## src/rtl/core_memory_stage.sv

```systemverilog
`default_nettype none
// ============================================================================
// Module   : core_memory_stage
// Purpose  : Memory-access stage: passes ALU results to write-back or runs a
//            req/gnt/rvalid data-bus load/store. Optional macro:
//            CORE_MEM_MISALIGN_CHECK_EN (flag misaligned accesses).
// Revision : 1.0 - initial release
// ============================================================================
module core_memory_stage #(
    parameter int DATA_WIDTH     = 32,
    parameter int REG_ADDR_WIDTH = 5
) (
    input  logic                      clk,
    input  logic                      rst,
    input  logic                      ex_valid,
    output logic                      ex_ready,
    input  logic [DATA_WIDTH-1:0]     ex_out,
    input  logic [DATA_WIDTH-1:0]     ex_store_data,
    input  logic                      mem_op,
    input  logic                      mem_we,
    input  logic [1:0]                mem_size,
    input  logic                      mem_unsigned,
    input  logic [REG_ADDR_WIDTH-1:0] rd_addr,
    input  logic                      rd_we,
    output logic                      dmem_req,
    input  logic                      dmem_gnt,
    output logic [DATA_WIDTH-1:0]     dmem_addr,
    output logic                      dmem_we,
    output logic [3:0]                dmem_be,
    output logic [DATA_WIDTH-1:0]     dmem_wdata,
    input  logic                      dmem_rvalid,
    input  logic [DATA_WIDTH-1:0]     dmem_rdata,
    output logic                      wb_valid,
    output logic [REG_ADDR_WIDTH-1:0] wb_rd_addr,
    output logic [DATA_WIDTH-1:0]     wb_data,
    output logic                      wb_we,
    output logic                      misaligned_err
);

    typedef enum logic [1:0] {
        S_IDLE    = 2'd0,
        S_REQ     = 2'd1,
        S_WAIT_RD = 2'd2
    } state_t;

    state_t r_state;
    state_t w_state_next;

    logic                      w_accept;
    logic                      w_misaligned;
    logic                      w_req;
    logic [DATA_WIDTH-1:0]     w_addr_eff;
    logic [3:0]                w_be;
    logic [DATA_WIDTH-1:0]     w_wdata;
    logic [DATA_WIDTH-1:0]     w_rd_shifted;
    logic [DATA_WIDTH-1:0]     w_load_data;

    logic [DATA_WIDTH-1:0]     r_addr;
    logic [1:0]                r_size;
    logic                      r_unsigned;
    logic                      r_we;
    logic [REG_ADDR_WIDTH-1:0] r_rd;
    logic                      r_rd_we;
    logic [3:0]                r_be;
    logic [DATA_WIDTH-1:0]     r_wdata;

    logic                      r_wb_valid;
    logic [REG_ADDR_WIDTH-1:0] r_wb_rd;
    logic [DATA_WIDTH-1:0]     r_wb_data;
    logic                      r_wb_we;
    logic                      r_mis_err;

    assign ex_ready = (r_state == S_IDLE);
    assign w_accept = ex_valid && ex_ready;
    assign w_req    = (r_state == S_REQ);

`ifdef CORE_MEM_MISALIGN_CHECK_EN
    always_comb begin
        w_misaligned = 1'b0;
        case (mem_size)
            2'b00:   w_misaligned = 1'b0;
            2'b01:   w_misaligned = ex_out[0];
            default: w_misaligned = |ex_out[1:0];
        endcase
    end
    assign w_addr_eff = ex_out;
`else
    assign w_misaligned = 1'b0;
    // Without checking, the address is silently aligned to the access size.
    always_comb begin
        w_addr_eff = ex_out;
        case (mem_size)
            2'b00:   w_addr_eff = ex_out;
            2'b01:   w_addr_eff[0] = 1'b0;
            default: w_addr_eff[1:0] = 2'b00;
        endcase
    end
`endif

    always_comb begin
        w_be    = 4'hF;
        w_wdata = ex_store_data;
        case (mem_size)
            2'b00: begin
                w_be    = 4'b0001 << w_addr_eff[1:0];
                w_wdata = {4{ex_store_data[7:0]}};
            end
            2'b01: begin
                w_be    = 4'b0011 << {w_addr_eff[1], 1'b0};
                w_wdata = {2{ex_store_data[15:0]}};
            end
            default: begin
                w_be    = 4'hF;
                w_wdata = ex_store_data;
            end
        endcase
    end

    assign w_rd_shifted = dmem_rdata >> {r_addr[1:0], 3'b000};

    always_comb begin
        w_load_data = w_rd_shifted;
        case (r_size)
            2'b00:   w_load_data = {{24{~r_unsigned & w_rd_shifted[7]}}, w_rd_shifted[7:0]};
            2'b01:   w_load_data = {{16{~r_unsigned & w_rd_shifted[15]}}, w_rd_shifted[15:0]};
            default: w_load_data = w_rd_shifted;
        endcase
    end

    always_comb begin
        w_state_next = r_state;
        case (r_state)
            S_IDLE:    if (w_accept && mem_op && !w_misaligned) w_state_next = S_REQ;
            S_REQ:     if (dmem_gnt) w_state_next = r_we ? S_IDLE : S_WAIT_RD;
            S_WAIT_RD: if (dmem_rvalid) w_state_next = S_IDLE;
            default:   w_state_next = S_IDLE;
        endcase
    end

    always_ff @(posedge clk) begin
        if (rst) begin
            r_state    <= S_IDLE;
            r_addr     <= '0;
            r_size     <= 2'b00;
            r_unsigned <= 1'b0;
            r_we       <= 1'b0;
            r_rd       <= '0;
            r_rd_we    <= 1'b0;
            r_be       <= 4'b0000;
            r_wdata    <= '0;
            r_wb_valid <= 1'b0;
            r_wb_rd    <= '0;
            r_wb_data  <= '0;
            r_wb_we    <= 1'b0;
            r_mis_err  <= 1'b0;
        end else begin
            r_state    <= w_state_next;
            r_wb_valid <= 1'b0;
            r_mis_err  <= 1'b0;
            if (w_accept) begin
                if (!mem_op) begin
                    r_wb_valid <= 1'b1;
                    r_wb_data  <= ex_out;
                    r_wb_we    <= rd_we;
                    r_wb_rd    <= rd_addr;
                end else if (w_misaligned) begin
                    r_wb_valid <= 1'b1;
                    r_wb_we    <= 1'b0;
                    r_wb_rd    <= rd_addr;
                    r_mis_err  <= 1'b1;
                end else begin
                    r_addr     <= w_addr_eff;
                    r_size     <= mem_size;
                    r_unsigned <= mem_unsigned;
                    r_we       <= mem_we;
                    r_rd       <= rd_addr;
                    r_rd_we    <= rd_we;
                    r_be       <= w_be;
                    r_wdata    <= w_wdata;
                end
            end
            if (w_req && dmem_gnt && r_we) begin
                r_wb_valid <= 1'b1;
                r_wb_we    <= 1'b0;
                r_wb_rd    <= r_rd;
            end
            if ((r_state == S_WAIT_RD) && dmem_rvalid) begin
                r_wb_valid <= 1'b1;
                r_wb_we    <= r_rd_we;
                r_wb_rd    <= r_rd;
                r_wb_data  <= w_load_data;
            end
        end
    end

    // Bus outputs are zero outside a request so the idle bus is quiet.
    assign dmem_req   = w_req;
    assign dmem_addr  = w_req ? {r_addr[DATA_WIDTH-1:2], 2'b00} : '0;
    assign dmem_we    = w_req & r_we;
    assign dmem_be    = w_req ? r_be : 4'b0000;
    assign dmem_wdata = w_req ? r_wdata : '0;

    assign wb_valid       = r_wb_valid;
    assign wb_rd_addr     = r_wb_rd;
    assign wb_data        = r_wb_data;
    assign wb_we          = r_wb_we;
    assign misaligned_err = r_mis_err;

endmodule
`default_nettype wire

```

## config.mk

```make
export PLATFORM = sky130hd
export DESIGN_NAME = core_memory_stage
export DESIGN_NICKNAME = d
export VERILOG_FILES = /design/src/rtl/core_memory_stage.sv
export SDC_FILE = /design/constraint.sdc
export NUM_CORES = 1
export LEC_CHECK = 0
export ABC_CLOCK_PERIOD_IN_PS = 1700
export CAP_MARGIN = 40
export CORE_ASPECT_RATIO = 0.75
export CORE_MARGIN = 2
export CORE_UTILIZATION = 57
export CTS_CLUSTER_DIAMETER = 120
export DETAILED_ROUTE_END_ITERATION = 10
export DONT_BUFFER_PORTS = 1
export GPL_ROUTABILITY_DRIVEN = 0
export PLACE_DENSITY_LB_ADDON = 0.05
export SKIP_CTS_REPAIR_TIMING = 1
export SLEW_MARGIN = 20
export SYNTH_ARGS = -nofsm -noshare
export SYNTH_HDL_FRONTEND = slang
export SYNTH_SLANG_ARGS = --single-unit
```

## constraint.sdc

```tcl
create_clock -name clk -period 1.7 [get_ports clk]
set_clock_uncertainty 0.05 [all_clocks]
set_input_delay 0.255 -clock clk [delete_from_list [all_inputs] [get_ports clk]]
set_output_delay 0.255 -clock clk [all_outputs]
set_load 0.02 [all_outputs]
```

==> reports/results.env, run 1 <==
POWER_SWITCHING_mW=1.90
INSERTION_DELAY_NS=0.41
SYNTHESIZED_AREA_DIVIDED_BY_SYNTHESIZED_CELL_COUNT_UM2=7.99
DR_TOTAL_VIAS=5337
FINALWORSTSETUPSLACK_NS=-0.164
PLACE_HPWL_MM=11.9
SYNTH-SEQ-AREA-SHARE_PCT=40.6
DRT_DRC_VIOLATIONS_LEFT=0
CLOCK_SINK_COUNT=119
POST-ROUTE-PERIOD-UTIL_PCT=110
NUM_IO_PINS=223
TIMING_HOLD_VIOLATIONS_FINAL=118
GRT.TOTAL_USAGE_PCT=30.4
CP.REQUIRED_NS=1.39
ROW_COUNT=32
STATIC-LEAKAGE-POWER_nW=2.72
GRT_SETUP_UNREPAIRED='true'
SYNTH_CELL_TYPE_COUNT=45
IRDROPWORSTVDD_mV=0.813
WIRE_PER_INST_UM=20.5
WORST_SLEW_MARGIN_REL_PCT=60.1
SETUP_CRIT_END_KIND='output pin'
HOLD_SLACK_NS=-0.132
MAXIMUM_NUMBER_OF_PINS_ON_ONE_NET_BEFORE_GLOBAL_ROUTE_REPAIR=123
CRITPATHMAXFANOUT=24
CELLPOWERDENSITY_nW_PER_UM2=1090
GLOBALROUTEOVERFLOWTOTAL=0
FINALCRITICALPERIOD_NS=1.86
DRT_FIRST_PASS_ITERS=5
POST_DETAILED_ROUTE_VIA_TO_CELL_RATIO=6.10
MAX_SLEW.WORST_PIN.SLEW_NS=0.595
DIE_H_UM=91.8
CTS_H_TREE_DEPTH=4
WORST-SETUP-PATH-TYPE='flip-flop to output pin'
MAX_CAP_VIOLATIONS=0
DIE_W_UM=121
SUM_NEG_SETUP_SLACK_NS=-9.25
PORTBUFFERS=0
WORST_EP_ARRIVAL_TIME_NS=1.56
POWER.TOTAL_mW=7.87
TRITONCTS='done'
REGTOREGSETUPSLACK_NS=-0.04
INITIAL_ANTENNA_VIOLATION_COUNT=0
CRIT_PATH_CELL_TRACE='buf_6 > nor2b_4 > buf_6 > and2_2'
CTS-ROOT-TO-SINK-BUFFERS=2
SYNTH_AREA_UM2=5860
P_INT_mW=5.98
COMB_POWER_SHARE_PCT=10.9
DIE-AREA_UM2=11100
LAYOUT-DRIVE-GT1-SHARE_PCT=26.5
CRIT_PATH_START_KIND='flip-flop'
SYNTH.FF_LATCH_COUNT=119
MIN_DELAY_PATH_CLASS='input port to flip-flop'
POSTSYNTHCELLCOUNT=734
GRT_PASS1_WL_MM=26.5
MAX_CLOCK_FREQ_MHz=536
PRECTSSETUPSLACK_NS=-0.193
MIN_FROM='rst'
FINALSETUPVIOLCOUNT=75
FINAL_MAX_SLEW_VIOL_COUNT=0
SWITCHING_FRACTION_PCT=24.1
POWER_FRAC_SEQ_PCT=39.7
CRIT_FAMILY='simple AND/OR/NAND/NOR gates'
FLOW.AREA_GROWTH_FROM_SYNTHESIS_PCT=23.2
TIMING.CRITICAL_PATH.SLOWEST_CELL_DELAY_NS=0.35
FINAL_NET_COUNT=839
STATUS='finished, violations left'
INITIALDRTVIOLATIONCOUNT=469
CRITICAL_PATH.MOST_COMMON_CELL='sky130_fd_sc_hd__buf_6'
R2R_START='r_state[1]'
CORE_AREA_UM2=10100
FIRST_GLOBAL_VIAS=4869
INITIAL_UTILIZATION_PCT=57.9
NUMBER_OF_BUFFERS_CREATED_BY_CTS=17
WORST_SETUP_PATH_STARTPOINT='r_state[1]'
CTS_ROOT_BUF='sky130_fd_sc_hd__clkbuf_16'
CLK_TRANSITION_REPORTED_PATHS_NS=0.06
WORST_PATH_MAX_DELAY_CELL='sky130_fd_sc_hd__dfxtp_4'
WORST-PATH-BUF-INV=2
WL_MM=18.0
VIOLATIONS='negative hold slack, negative setup slack'
ANTENNA_CELLS_INSERTED=0
ANT_NETS=0
POWER_FRAC_CLOCK_PCT=49.4
YOSYS_WARNINGS=0
## path summary, 6_finish.rpt
check / to / cells past startpoint
hold reg to reg: r_addr[24] / 2
setup / recovery: dmem_addr[14] / 4
setup reg to reg: wb_data[17] / 7
hold / removal: r_addr[17] / 1
## layer usage
layer	track usage [%]	routed length (um)	up-vias
li1	-	-	2536
met1	42.9	7750	2511
met2	43.4	7950	262
met3	10.4	1910	28
met4	9.98	343	0
met5	0	0	-
## cell type report
type / instances / area, um2
clock inverters: 8 / 143
well taps: 136 / 170
inverters: 3 / 11.3
multi-input cells: 545 / 3520
flip-flops and latches: 119 / 2390
fillers: 802 / 2910
repair buffers: 41 / 485
clock buffers: 23 / 498
## sequential cells by signal, summed over array words and instances, names as in the netlist, 2 cells and up
register,count
r_addr,32
r_size,2
r_state,2
wb_rd_addr,5
wb_data,32
r_wdata,32
r_be,4
r_rd,5
## power groups by stage
stage | combinational (mW) | clock [mW] | sequential [mW]
detailed placement | 0.711 | 0 | 3.17
CTS | 0.714 | 3.93 | 3.11
global route | 0.939 | 4.05 | 3.14
global placement | 0.686 | 0 | 3.16
finish | 0.862 | 3.89 | 3.12
floorplan | 0.612 | 0 | 3.14
## cell usage in the layout (no fill, tap or decap), types with 2 or more instances in the layout
cell / synthesis / layout
sky130_fd_sc_hd__nand2_1: 162 / 158
sky130_fd_sc_hd__dfxtp_1: 119 / 115
sky130_fd_sc_hd__a21oi_1: 92 / 91
sky130_fd_sc_hd__and2_4: 0 / 43
sky130_fd_sc_hd__mux2i_1: 35 / 35
sky130_fd_sc_hd__nor2_1: 29 / 29
sky130_fd_sc_hd__and2_2: 0 / 25
sky130_fd_sc_hd__buf_4: 3 / 22
sky130_fd_sc_hd__clkbuf_16: 0 / 20
sky130_fd_sc_hd__a22oi_1: 18 / 18
sky130_fd_sc_hd__o21ai_0: 17 / 17
sky130_fd_sc_hd__mux2_2: 14 / 14
sky130_fd_sc_hd__a211oi_1: 18 / 14
sky130_fd_sc_hd__a311oi_1: 10 / 10
sky130_fd_sc_hd__a221oi_2: 0 / 9
sky130_fd_sc_hd__o211ai_1: 7 / 7
sky130_fd_sc_hd__buf_12: 0 / 7
sky130_fd_sc_hd__nand2b_1: 6 / 6
sky130_fd_sc_hd__o22ai_1: 6 / 6
sky130_fd_sc_hd__buf_6: 4 / 6
sky130_fd_sc_hd__nand3_1: 5 / 5
sky130_fd_sc_hd__a221oi_1: 14 / 5
sky130_fd_sc_hd__and3_1: 10 / 5
sky130_fd_sc_hd__nor3_1: 6 / 5
sky130_fd_sc_hd__clkbuf_8: 0 / 5
sky130_fd_sc_hd__a211oi_2: 0 / 4
sky130_fd_sc_hd__and3_4: 0 / 4
sky130_fd_sc_hd__bufinv_16: 0 / 4
sky130_fd_sc_hd__nand3b_1: 3 / 3
sky130_fd_sc_hd__inv_1: 3 / 3
sky130_fd_sc_hd__conb_1: 1 / 3
sky130_fd_sc_hd__clkinv_2: 0 / 3
sky130_fd_sc_hd__dfxtp_4: 0 / 3
sky130_fd_sc_hd__or2_2: 2 / 2
sky130_fd_sc_hd__nand2_2: 0 / 2
sky130_fd_sc_hd__nand2_4: 0 / 2
sky130_fd_sc_hd__buf_8: 0 / 2
## kinds of logic (layout without fill, tap and decap cells)
group	after synthesis	in the layout	share of synthesized area [%]
muxes	50	50	9.05
buffers and inverters	72	75	5.53
DFF	119	119	40.6
and+or+nand+nor	302	302	24.4
other	1	3	0.0640
AOI/OAI and AO/OA	190	190	20.3
## cell usage after synthesis
library cell                instances  area share, %
sky130_fd_sc_hd__and2_1            68            7.3
sky130_fd_sc_hd__buf_4              3           0.38
sky130_fd_sc_hd__nand2b_1           6           0.64
sky130_fd_sc_hd__and3b_1            1           0.15
sky130_fd_sc_hd__buf_6              4           0.77
sky130_fd_sc_hd__mux2i_1           35            6.0
sky130_fd_sc_hd__nand3_1            5           0.43
sky130_fd_sc_hd__a221oi_1          14            2.1
sky130_fd_sc_hd__buf_1              5           0.32
sky130_fd_sc_hd__nand2_1          162             10
sky130_fd_sc_hd__clkbuf_1          47            3.0
sky130_fd_sc_hd__buf_2             10           0.85
sky130_fd_sc_hd__nand4bb_1          1           0.19
sky130_fd_sc_hd__nor4b_2            1           0.26
sky130_fd_sc_hd__a21oi_1           92            7.9
sky130_fd_sc_hd__a211oi_1          18            2.3
sky130_fd_sc_hd__mux2_2            14            2.7
sky130_fd_sc_hd__a21o_1             1           0.13
sky130_fd_sc_hd__nor4b_1            1           0.15
sky130_fd_sc_hd__nor3_2             1           0.17
sky130_fd_sc_hd__nand3b_1           3           0.38
sky130_fd_sc_hd__a31oi_2            1           0.21
sky130_fd_sc_hd__and3_1            10            1.1
sky130_fd_sc_hd__nand3_2            1           0.17
sky130_fd_sc_hd__dfxtp_1          119             41
sky130_fd_sc_hd__or2_2              2           0.21
sky130_fd_sc_hd__mux4_2             1           0.38
sky130_fd_sc_hd__a311oi_1          10            1.5
sky130_fd_sc_hd__or4b_1             1           0.17
sky130_fd_sc_hd__o211ai_1           7           0.90
sky130_fd_sc_hd__o22ai_1            6           0.64
sky130_fd_sc_hd__a31o_2             1           0.15
sky130_fd_sc_hd__a2111oi_1          1           0.17
sky130_fd_sc_hd__o311ai_0           1           0.15
sky130_fd_sc_hd__o21a_1             1           0.13
sky130_fd_sc_hd__nor2_1            29            1.9
sky130_fd_sc_hd__o32a_1             1           0.17
sky130_fd_sc_hd__inv_1              3           0.19
sky130_fd_sc_hd__nor2b_1            2           0.21
sky130_fd_sc_hd__nor4_1             2           0.21
sky130_fd_sc_hd__o21ai_0           17            1.5
sky130_fd_sc_hd__a22oi_1           18            2.3
sky130_fd_sc_hd__a221o_1            1           0.17
sky130_fd_sc_hd__conb_1             1          0.064
sky130_fd_sc_hd__nor3_1             6           0.51
## metrics by stage
step | utilization [%] | cells | instance area (um2)
after floorplan | - | 736 | 5890
after global placement | 59.5 | 830 | 6030
after detailed placement | 59.6 | 831 | 6030
after CTS | 65.9 | 862 | 6680
after global routing | 71.3 | 875 | 7220
final | 71.3 | 875 | 7220
(Power assumes the default switching activity.)
==> inputs of run 2 (changes only) <==
--- a/config.mk
+++ b/config.mk
@@ -5,6 +5,7 @@
 export SDC_FILE = /design/constraint.sdc
 export NUM_CORES = 1
 export LEC_CHECK = 0
+export ABC_AREA = 1
 export ABC_CLOCK_PERIOD_IN_PS = 1700
 export CAP_MARGIN = 40
 export CORE_ASPECT_RATIO = 0.75
==> run 2 against run 1 <==
Against the previous run:
- the flow still finishes with violations (negative hold slack, negative setup slack)
- worst setup slack worse by 0.021 ns
- register-to-register slack better by 0.09 ns
- clock power decreased by 15%
- worst hold slack gained 0.12 ns
- synthesized cell count increased by 21%
- sequential share of layout area is 2.2 points lower
- wire length grew 8.1%
- clock-buffer cell count down 5
- final area grew 6.8%
- fmax fell by 1.1%
- largest power group unchanged
==> reports/results.env, run 2 <==
STATUS='finished, violations left'
VIOLATIONS='negative hold slack, negative setup slack'
IRDROPWORSTVDD_mV=0.839  # +3.2%
DRT_DRC_VIOLATIONS_LEFT=0  # unchanged
CORE_AREA_UM2=10200  # +0.79%
GRT.TOTAL_USAGE_PCT=30.5  # +0.12 points
FINALWORSTSETUPSLACK_NS=-0.185  # -0.0205 ns
FILLERS=774  # -3.5%
CTS_ROOT_BUF='sky130_fd_sc_hd__clkbuf_16'
P_INT_mW=5.41  # -9.4%
SYNTH-MAIN-FF-CELL='sky130_fd_sc_hd__dfxtp_1'
DR_TOTAL_VIAS=6398  # +20%
NUMBER_OF_BUFFERS_CREATED_BY_CTS=17  # unchanged
SWITCHING_FRACTION_PCT=28.7  # +4.6 points
SYNTH.LARGEST_AREA_CELL='sky130_fd_sc_hd__dfxtp_1'
POWER_FRAC_CLOCK_PCT=43.4  # -6.0 points
MOSTFREQUENTLAYOUTCELLS='sky130_fd_sc_hd__nand2_1, sky130_fd_sc_hd__dfxtp_1, sky130_fd_sc_hd__inv_1'
POWER_FRAC_SEQ_PCT=41.7  # +2.0 points
DIE_W_UM=122  # +0.54%
CTS_H_TREE_DEPTH=4  # unchanged
PLACE_HPWL_MM=12.7  # +6.5%
DIE-AREA_UM2=11200  # +1.1%
POWER_SWITCHING_mW=2.18  # +15%
POST-ROUTE-PERIOD-UTIL_PCT=111  # +1.2 points
CTS-ROOT-TO-SINK-BUFFERS=2  # unchanged
FF_LATCH_AREA_UM2=2390  # -0.37%
LAYOUT-DRIVE-GT1-SHARE_PCT=19.9  # -6.6 points
SYNTH-SEQ-AREA-SHARE_PCT=40.2  # -0.45 points
GRT_PASS1_WL_MM=27.2  # +2.7%
PRECTSSETUPSLACK_NS=0.0881  # +0.281 ns
SYNTH_ENABLE_FLOP_CELLS=0  # unchanged
MUXSHAREOFSYNTHAREA_PCT=0  # -9.0 points
SYNTH_XOR_XNOR_AREA_SHARE_PCT=0  # unchanged
MULTI_INPUT_COMB_AREA_UM2=2910  # -17%
GRT_SETUP_UNREPAIRED='true'
SYNTH_COMMON_CELLS='sky130_fd_sc_hd__nand2_1, sky130_fd_sc_hd__dfxtp_1, sky130_fd_sc_hd__inv_1'
FLOW.AREA_GROWTH_FROM_SYNTHESIS_PCT=30.1
MAX_SLEW.WORST_PIN.SLEW_NS=0.545  # -0.0498 ns
POSTSYNTHCELLCOUNT=888  # +21%
REGTOREGSETUPSLACK_NS=0.05  # +0.09 ns
ANTENNA_CELLS_INSERTED=0  # unchanged
FINAL_COMMON_CELL='sky130_fd_sc_hd__nand2_1'
ASYNC_FLOP_SHARE_PCT=0  # unchanged
CLK_TRANSITION_REPORTED_PATHS_NS=0.05  # about the same
FINALSETUPVIOLCOUNT=67  # -11%
FINAL_MAX_SLEW_VIOL_COUNT=0  # unchanged
INITIAL_UTILIZATION_PCT=58.1  # +0.18 points
MAXIMUM_NUMBER_OF_PINS_ON_ONE_NET_BEFORE_GLOBAL_ROUTE_REPAIR=55  # -55%
ROW_COUNT=32  # unchanged
NETLIST_TOP_CELLS_AREA='sky130_fd_sc_hd__dfxtp_1, sky130_fd_sc_hd__nand2_1, sky130_fd_sc_hd__a21oi_1, sky130_fd_sc_hd__o21ai_0, sky130_fd_sc_hd__inv_1'
R2R_END='wb_we'
SYNTH-SIMPLE-AREA-SHARE_PCT=25.8  # +1.4 points
DRT_FIRST_PASS_ITERS=6  # +1
WORST_SETUP_PATH_STARTPOINT='r_state[0]'
MIN_DELAY_PATH_CLASS='input port to flip-flop'
DIE_H_UM=92.3  # +0.53%
ANT_NETS=0  # unchanged
YOSYS_WARNINGS=0  # unchanged
PORTBUFFERS=0  # unchanged
REG2REGPATHDEPTH=8  # +1
SETUP_CRIT_END_KIND='output pin'
FINALCRITICALPERIOD_NS=1.88  # +0.0205 ns
CLOCK_SINK_COUNT=119  # unchanged
WIRE_PER_INST_UM=17.1  # -16%
CP.REQUIRED_NS=1.39  # about the same
MAX_CAP_VIOLATIONS=0  # unchanged
SYNTH.FF_LATCH_COUNT=119  # unchanged
STATIC-LEAKAGE-POWER_nW=3.32  # +22%
INSERTION_DELAY_NS=0.40  # about the same
SYNTH.TOP_CELL.AREA_SHARE_PCT=40.2  # -0.45 points
TIMING_HOLD_VIOLATIONS_FINAL=9  # -92%
SYNTHESIZED_AREA_DIVIDED_BY_SYNTHESIZED_CELL_COUNT_UM2=6.68  # -16%
POST-SYNTH-TOP-COUNT-CELL='sky130_fd_sc_hd__nand2_1'
SYNTH_COMPOUND_AREA_SHARE_PCT=21.6  # +1.3 points
WORST_SETUP_PATH_ENDPOINT='dmem_wdata[23]'
FINAL_NET_COUNT=1096  # +31%
HOLD_SLACK_NS=-0.0158  # +0.117 ns
NUM_IO_PINS=223  # unchanged
CRIT_PATH_START_KIND='flip-flop'
FIRST_GLOBAL_VIAS=5397  # +11%
WORST-SETUP-PATH-TYPE='flip-flop to output pin'
CELLPOWERDENSITY_nW_PER_UM2=984  # -9.7%
R2R_START='r_state[0]'
INITIAL_ANTENNA_VIOLATION_COUNT=0  # unchanged
COMB_POWER_SHARE_PCT=15.0  # +4.1 points
CRITPATHMAXFANOUT=7  # -71%
TRITONCTS='done'
GLOBALROUTEOVERFLOWTOTAL=0  # unchanged
SYNTH_CELL_TYPE_COUNT=31  # -31%
WORST_SLEW_MARGIN_REL_PCT=63.6  # +3.5 points
WORST_EP_ARRIVAL_TIME_NS=1.58  # +0.02 ns
SYNTH_AREA_UM2=5930  # +1.1%
POST_DETAILED_ROUTE_VIA_TO_CELL_RATIO=5.65  # -7.3%
WL_MM=19.4  # +8.1%
SYNTH_TOP_FAMILY_BY_AREA='simple AND/OR/NAND/NOR gates'
SYNTH_ADDER_AREA_SHARE_PCT=0  # unchanged
INITIALDRTVIOLATIONCOUNT=593  # +26%
MAX_CLOCK_FREQ_MHz=531  # -1.1%
[run 2: cell types whose count changed after synthesis, moves of 15 or more]
| cell | change |
|---|---|
| sky130_fd_sc_hd__or2_2 | +15 |
| sky130_fd_sc_hd__nand2_1 | +45 |
| sky130_fd_sc_hd__o21ai_0 | +69 |
| sky130_fd_sc_hd__a31oi_1 | +33 |
| sky130_fd_sc_hd__a22oi_1 | -18 |
| sky130_fd_sc_hd__nand3_1 | +43 |
| sky130_fd_sc_hd__inv_1 | +92 |
| sky130_fd_sc_hd__nor2_1 | +50 |
| sky130_fd_sc_hd__buf_2 | +18 |
| sky130_fd_sc_hd__mux2i_1 | -35 |
| sky130_fd_sc_hd__clkbuf_1 | -22 |
| sky130_fd_sc_hd__and2_1 | -68 |
[run 2: worst min path at each step]
stage                from           to  slack, ns  depth (start not counted)
2_1_floorplan  rd_addr[0]      r_rd[0]       0.35                          2
3_3_place_gp          rst  r_wdata[31]       0.28                          1
3_5_place_dp          rst      r_rd[2]       0.28                          1
4_1_cts               rst      r_rd[2]      -0.15                          1
5_1_grt        ex_out[13]  wb_data[13]     0.0004                          2
6_report       ex_out[13]  wb_data[13]      -0.02                          2
[run 2: power groups by stage]
stage	registers, mW	clock network [mW]	logic [mW]
after global placement	3.21	0	0.905
after global routing	3.18	3.42	1.25
after floorplan	3.18	0	0.734
after CTS	3.16	3.29	0.943
final	3.16	3.29	1.14
after detailed placement	3.21	0	0.936
[run 2: worst max-delay path, cell delays in order, from the launching register on]
cell and delay [ns]:
sky130_fd_sc_hd__dfxtp_2 0.34, sky130_fd_sc_hd__inv_2 0.06, sky130_fd_sc_hd__nor2_4 0.18, sky130_fd_sc_hd__inv_6 0.10, sky130_fd_sc_hd__buf_6 0.16, sky130_fd_sc_hd__nor2_1 0.15
sky130_fd_sc_hd__buf_4 0.18
[run 2: metrics by stage]
step	TNS [ns]	power (mW)	utilization [%]	instance area [um2]	cells
after CTS	-14.96	7.39	69.4	7090	1085
final	-7.01	7.59	75.5	7710	1132
after floorplan	-1.12	3.92	-	5940	890
after global routing	-9.72	7.86	75.5	7710	1132
after global placement	0	4.12	64.1	6550	1054
after detailed placement	0	4.15	64.1	6550	1054
[run 2: routing by layer]
metal,share of wire [%],track usage [%],vias up,wire length [um]
li1,-,-,3059,-
met5,0,0,-,0
met1,41,40.6,2907,8010
met3,12,11.2,38,2410
met4,1.7,8.33,0,335
met2,45,46.9,394,8640
[run 2: layout make-up]
cell class                 instances  share of cell area [%]
inverter                         102                    5.09
sequential                       119                    30.9
tap                              136                    2.21
timing repair buffer             141                    17.0
clock buffer                      18                    5.56
clock inverter                    13                    1.43
multi-input combinational        603                    37.7
[run 2: cell families (layout without fill, tap and decap cells)]
family,after synthesis,in the layout
AO/OA/AOI/OAI,237,237
buffers and inverters,168,274
flip-flops,119,119
other,1,3
AND/OR/NAND/NOR,363,363
==> inputs of run 3 (changes only) <==
--- a/config.mk
+++ b/config.mk
@@ -10,7 +10,7 @@
 export CAP_MARGIN = 40
 export CORE_ASPECT_RATIO = 0.75
 export CORE_MARGIN = 2
-export CORE_UTILIZATION = 57
+export CORE_UTILIZATION = 41
 export CTS_CLUSTER_DIAMETER = 120
 export DETAILED_ROUTE_END_ITERATION = 10
 export DONT_BUFFER_PORTS = 1
==> run 3 against run 2 <==
Against the previous run:
- the flow still finishes with violations (negative hold slack, negative setup slack)
- worst hold slack improved by 0.0028 ns
- register-to-register slack improved by 0.04 ns
- via count shrank 2.7%
- core utilization decreased by 18 points
- clock power increased by 10%
- flip-flop and latch count unchanged
- global-route usage decreased by 7.1 points
- sequential share of layout area shrank 1.7 points
- final area rose by 5.9%
- critical path depth unchanged
- combinational power is 6% higher
==> reports/results.env, run 3 (synthesized netlist as in run 2, its figures left out) <==
DRT_DRC_VIOLATIONS_LEFT=0  # unchanged
SETUP_CRIT_END_KIND='output pin'
R2R_START='r_state[0]'
MAX_SLEW.WORST_PIN.SLEW_NS=0.561  # +0.0160 ns
FINAL_MAX_SLEW_VIOL_COUNT=0  # unchanged
CTS_ROOT_BUF='sky130_fd_sc_hd__clkbuf_16'
STATIC-LEAKAGE-POWER_nW=3.44  # +3.5%
FIRST_GLOBAL_VIAS=5270  # -2.4%
FINAL_COMMON_CELL='sky130_fd_sc_hd__nand2_1'
INITIAL_UTILIZATION_PCT=41.4  # -17 points
FILLERS=1389  # +79%
CLOCK_SINK_COUNT=119  # unchanged
POWER.TOTAL_mW=7.98  # +5.2%
R2R_END='wb_data[6]'
ANT_NETS=0  # unchanged
REGTOREGSETUPSLACK_NS=0.09  # +0.04 ns
WL_MM=20.3  # +4.7%
CELLPOWERDENSITY_nW_PER_UM2=977  # -0.65%
CTS_H_TREE_DEPTH=4  # unchanged
FINALCRITICALPERIOD_NS=1.83  # -0.0504 ns
POST-ROUTE-PERIOD-UTIL_PCT=108  # -3.0 points
HOLD_SLACK_NS=-0.0130  # +0.00277 ns
POSTLAYOUTCOREUTIL_PCT=57.1  # -18 points
GRT.TOTAL_USAGE_PCT=23.4  # -7.1 points
POST_DETAILED_ROUTE_VIA_TO_CELL_RATIO=5.17  # -8.6%
ANTENNA_CELLS_INSERTED=0  # unchanged
TIMING_HOLD_VIOLATIONS_FINAL=12  # +3
IRDROPWORSTVDD_mV=0.724  # -14%
GLOBAL_ROUTE.PEAK_USAGE_LAYER='met2'
GRTUSAGEMET2_PCT=33.6  # -13 points
GRT_PASS1_WL_MM=28.1  # +3.3%
CORE_AREA_UM2=14300  # +40%
FINALWORSTSETUPSLACK_NS=-0.134  # +0.0504 ns
FLOW.AREA_GROWTH_FROM_SYNTHESIS_PCT=37.8
CRITICAL_PATH_CELL_COUNT=6  # unchanged
STATUS='finished, violations left'
FINAL_NET_COUNT=1105  # +0.82%
POWER_FRAC_SEQ_PCT=39.6  # -2.1 points
WIRE_PER_INST_UM=16.9  # -1.6%
CRIT_FAMILY='buffers and inverters'
INITIALDRTVIOLATIONCOUNT=448  # -24%
INSERTION_DELAY_NS=0.42  # +0.02 ns
REG2REGPATHDEPTH=10  # +2
NUM_IO_PINS=223  # unchanged
POWER_FRAC_CLOCK_PCT=45.3  # +1.9 points
INITIAL_ANTENNA_VIOLATION_COUNT=0  # unchanged
CTS-ROOT-TO-SINK-BUFFERS=2  # unchanged
DRT_FIRST_PASS_ITERS=5  # -1
WORST_EP_ARRIVAL_TIME_NS=1.53  # -0.05 ns
TIMING.CRITICAL_PATH.SLOWEST_CELL_DELAY_NS=0.35  # about the same
MAXIMUM_NUMBER_OF_PINS_ON_ONE_NET_BEFORE_GLOBAL_ROUTE_REPAIR=69  # +25%
DIE_H_UM=108  # +17%
GLOBAL_ROUTE.USAGE.MET1_PCT=30.9  # -9.7 points
COMB_POWER_SHARE_PCT=15.1  # about the same
ROW_COUNT=38  # +19%
NUMBER_OF_BUFFERS_CREATED_BY_CTS=17  # unchanged
GLOBAL_ROUTE.USAGE.MET3_PCT=11.2  # -0.047 points
WORST-PATH-BUF-INV=4  # unchanged
DIE_W_UM=143  # +17%
WORST_SLEW_MARGIN_REL_PCT=62.5  # -1.2 points
DIE-AREA_UM2=15400  # +37%
MOSTFREQUENTLAYOUTCELLS='sky130_fd_sc_hd__nand2_1, sky130_fd_sc_hd__dfxtp_1, sky130_fd_sc_hd__inv_1'
GLOBALROUTEOVERFLOWTOTAL=0  # unchanged
WORST-SETUP-PATH-TYPE='flip-flop to output pin'
CP.REQUIRED_NS=1.39  # about the same
WORST_PATH_MAX_DELAY_CELL='sky130_fd_sc_hd__dfxtp_4'
MAX_CLOCK_FREQ_MHz=545  # +2.7%
MIN_FROM='mem_size[1]'
MAX_CAP_VIOLATIONS=0  # unchanged
CRIT_PATH_CELL_TRACE='inv_4 > nor2_4 > inv_8 > clkbuf_16 > nor2_2 > buf_6'
FINALSETUPVIOLCOUNT=67  # unchanged
GRT_SETUP_UNREPAIRED='true'
WORST_SETUP_PATH_STARTPOINT='r_state[0]'
POWER_SWITCHING_mW=2.19  # +0.83%
CLK_TRANSITION_REPORTED_PATHS_NS=0.05  # about the same
SWITCHING_FRACTION_PCT=27.5  # -1.2 points
WORST_SETUP_PATH_ENDPOINT='dmem_wdata[27]'
LAYOUT-DRIVE-GT1-SHARE_PCT=22.8  # +2.9 points
PLACE_HPWL_MM=13.5  # +6.7%
TRITONCTS='done'
CRITPATHMAXFANOUT=9  # +2
DR_TOTAL_VIAS=6225  # -2.7%
CRIT_PATH_START_KIND='flip-flop'
VIOLATIONS='negative hold slack, negative setup slack'
MIN_DELAY_PATH_CLASS='input port to flip-flop'
P_INT_mW=5.79  # +7.0%
PORTBUFFERS=0  # unchanged
## run 3: changes by cell type in the layout (fill, tap and decap cells not counted), moves of 3 or more
cell,before,now
sky130_fd_sc_hd__buf_6,8,22
sky130_fd_sc_hd__clkinvlp_4,5,2
sky130_fd_sc_hd__nor2_1,52,23
sky130_fd_sc_hd__dlygate4sd3_1,38,46
sky130_fd_sc_hd__nor2_4,6,15
sky130_fd_sc_hd__buf_4,85,69
sky130_fd_sc_hd__clkbuf_8,0,5
sky130_fd_sc_hd__nor2_2,26,46
## run 3: worst min-delay path by stage
stage / endpoint / depth (start not counted)
finish: r_wdata[26] / 2
global route: r_addr[8] / 2
CTS: wb_rd_addr[0] / 1
detailed placement: wb_rd_addr[0] / 1
global placement: r_rd[1] / 1
floorplan: r_rd[0] / 2
## run 3: stage by stage
stage,hold slack (ns),setup slack (ns),std cells,cell area [um2],setup TNS [ns]
after detailed placement,0.279,0.0897,1116,6610,0
after floorplan,0.348,-0.0558,890,5940,-1.12
after global routing,-0.000483,-0.195,1205,8170,-10.75
final,-0.0130,-0.134,1205,8170,-6.50
after CTS,-0.167,-0.267,1147,7210,-15.79
after global placement,0.279,0.174,1116,6610,0
## run 3: area by class of cell
type	count	area, um2	share of cell area [%]
Sequential cell	119	2390	29.2
Multi-Input combinational cell	603	3030	37.1
Inverter	102	403	4.93
Clock inverter	8	95.1	1.16
Clock buffer	23	498	6.10
Timing Repair Buffer	150	1500	18.4
Tap cell	200	250	3.06
## run 3: layer usage
metal | vias to the layer above | wire, um
li1 | 3082 | -
met1 | 2866 | 9120
met2 | 261 | 8750
met3 | 16 | 2220
met4 | 0 | 221
met5 | - | 0
## run 3: power by group through the flow
stage          logic (mW)  clock network (mW)  registers (mW)
2_1_floorplan       0.734                   0            3.18
3_3_place_gp        0.930                   0            3.21
3_5_place_dp        0.947                   0            3.22
4_1_cts             0.951                3.67            3.16
5_1_grt              1.33                3.81            3.18
6_report             1.21                3.62            3.16
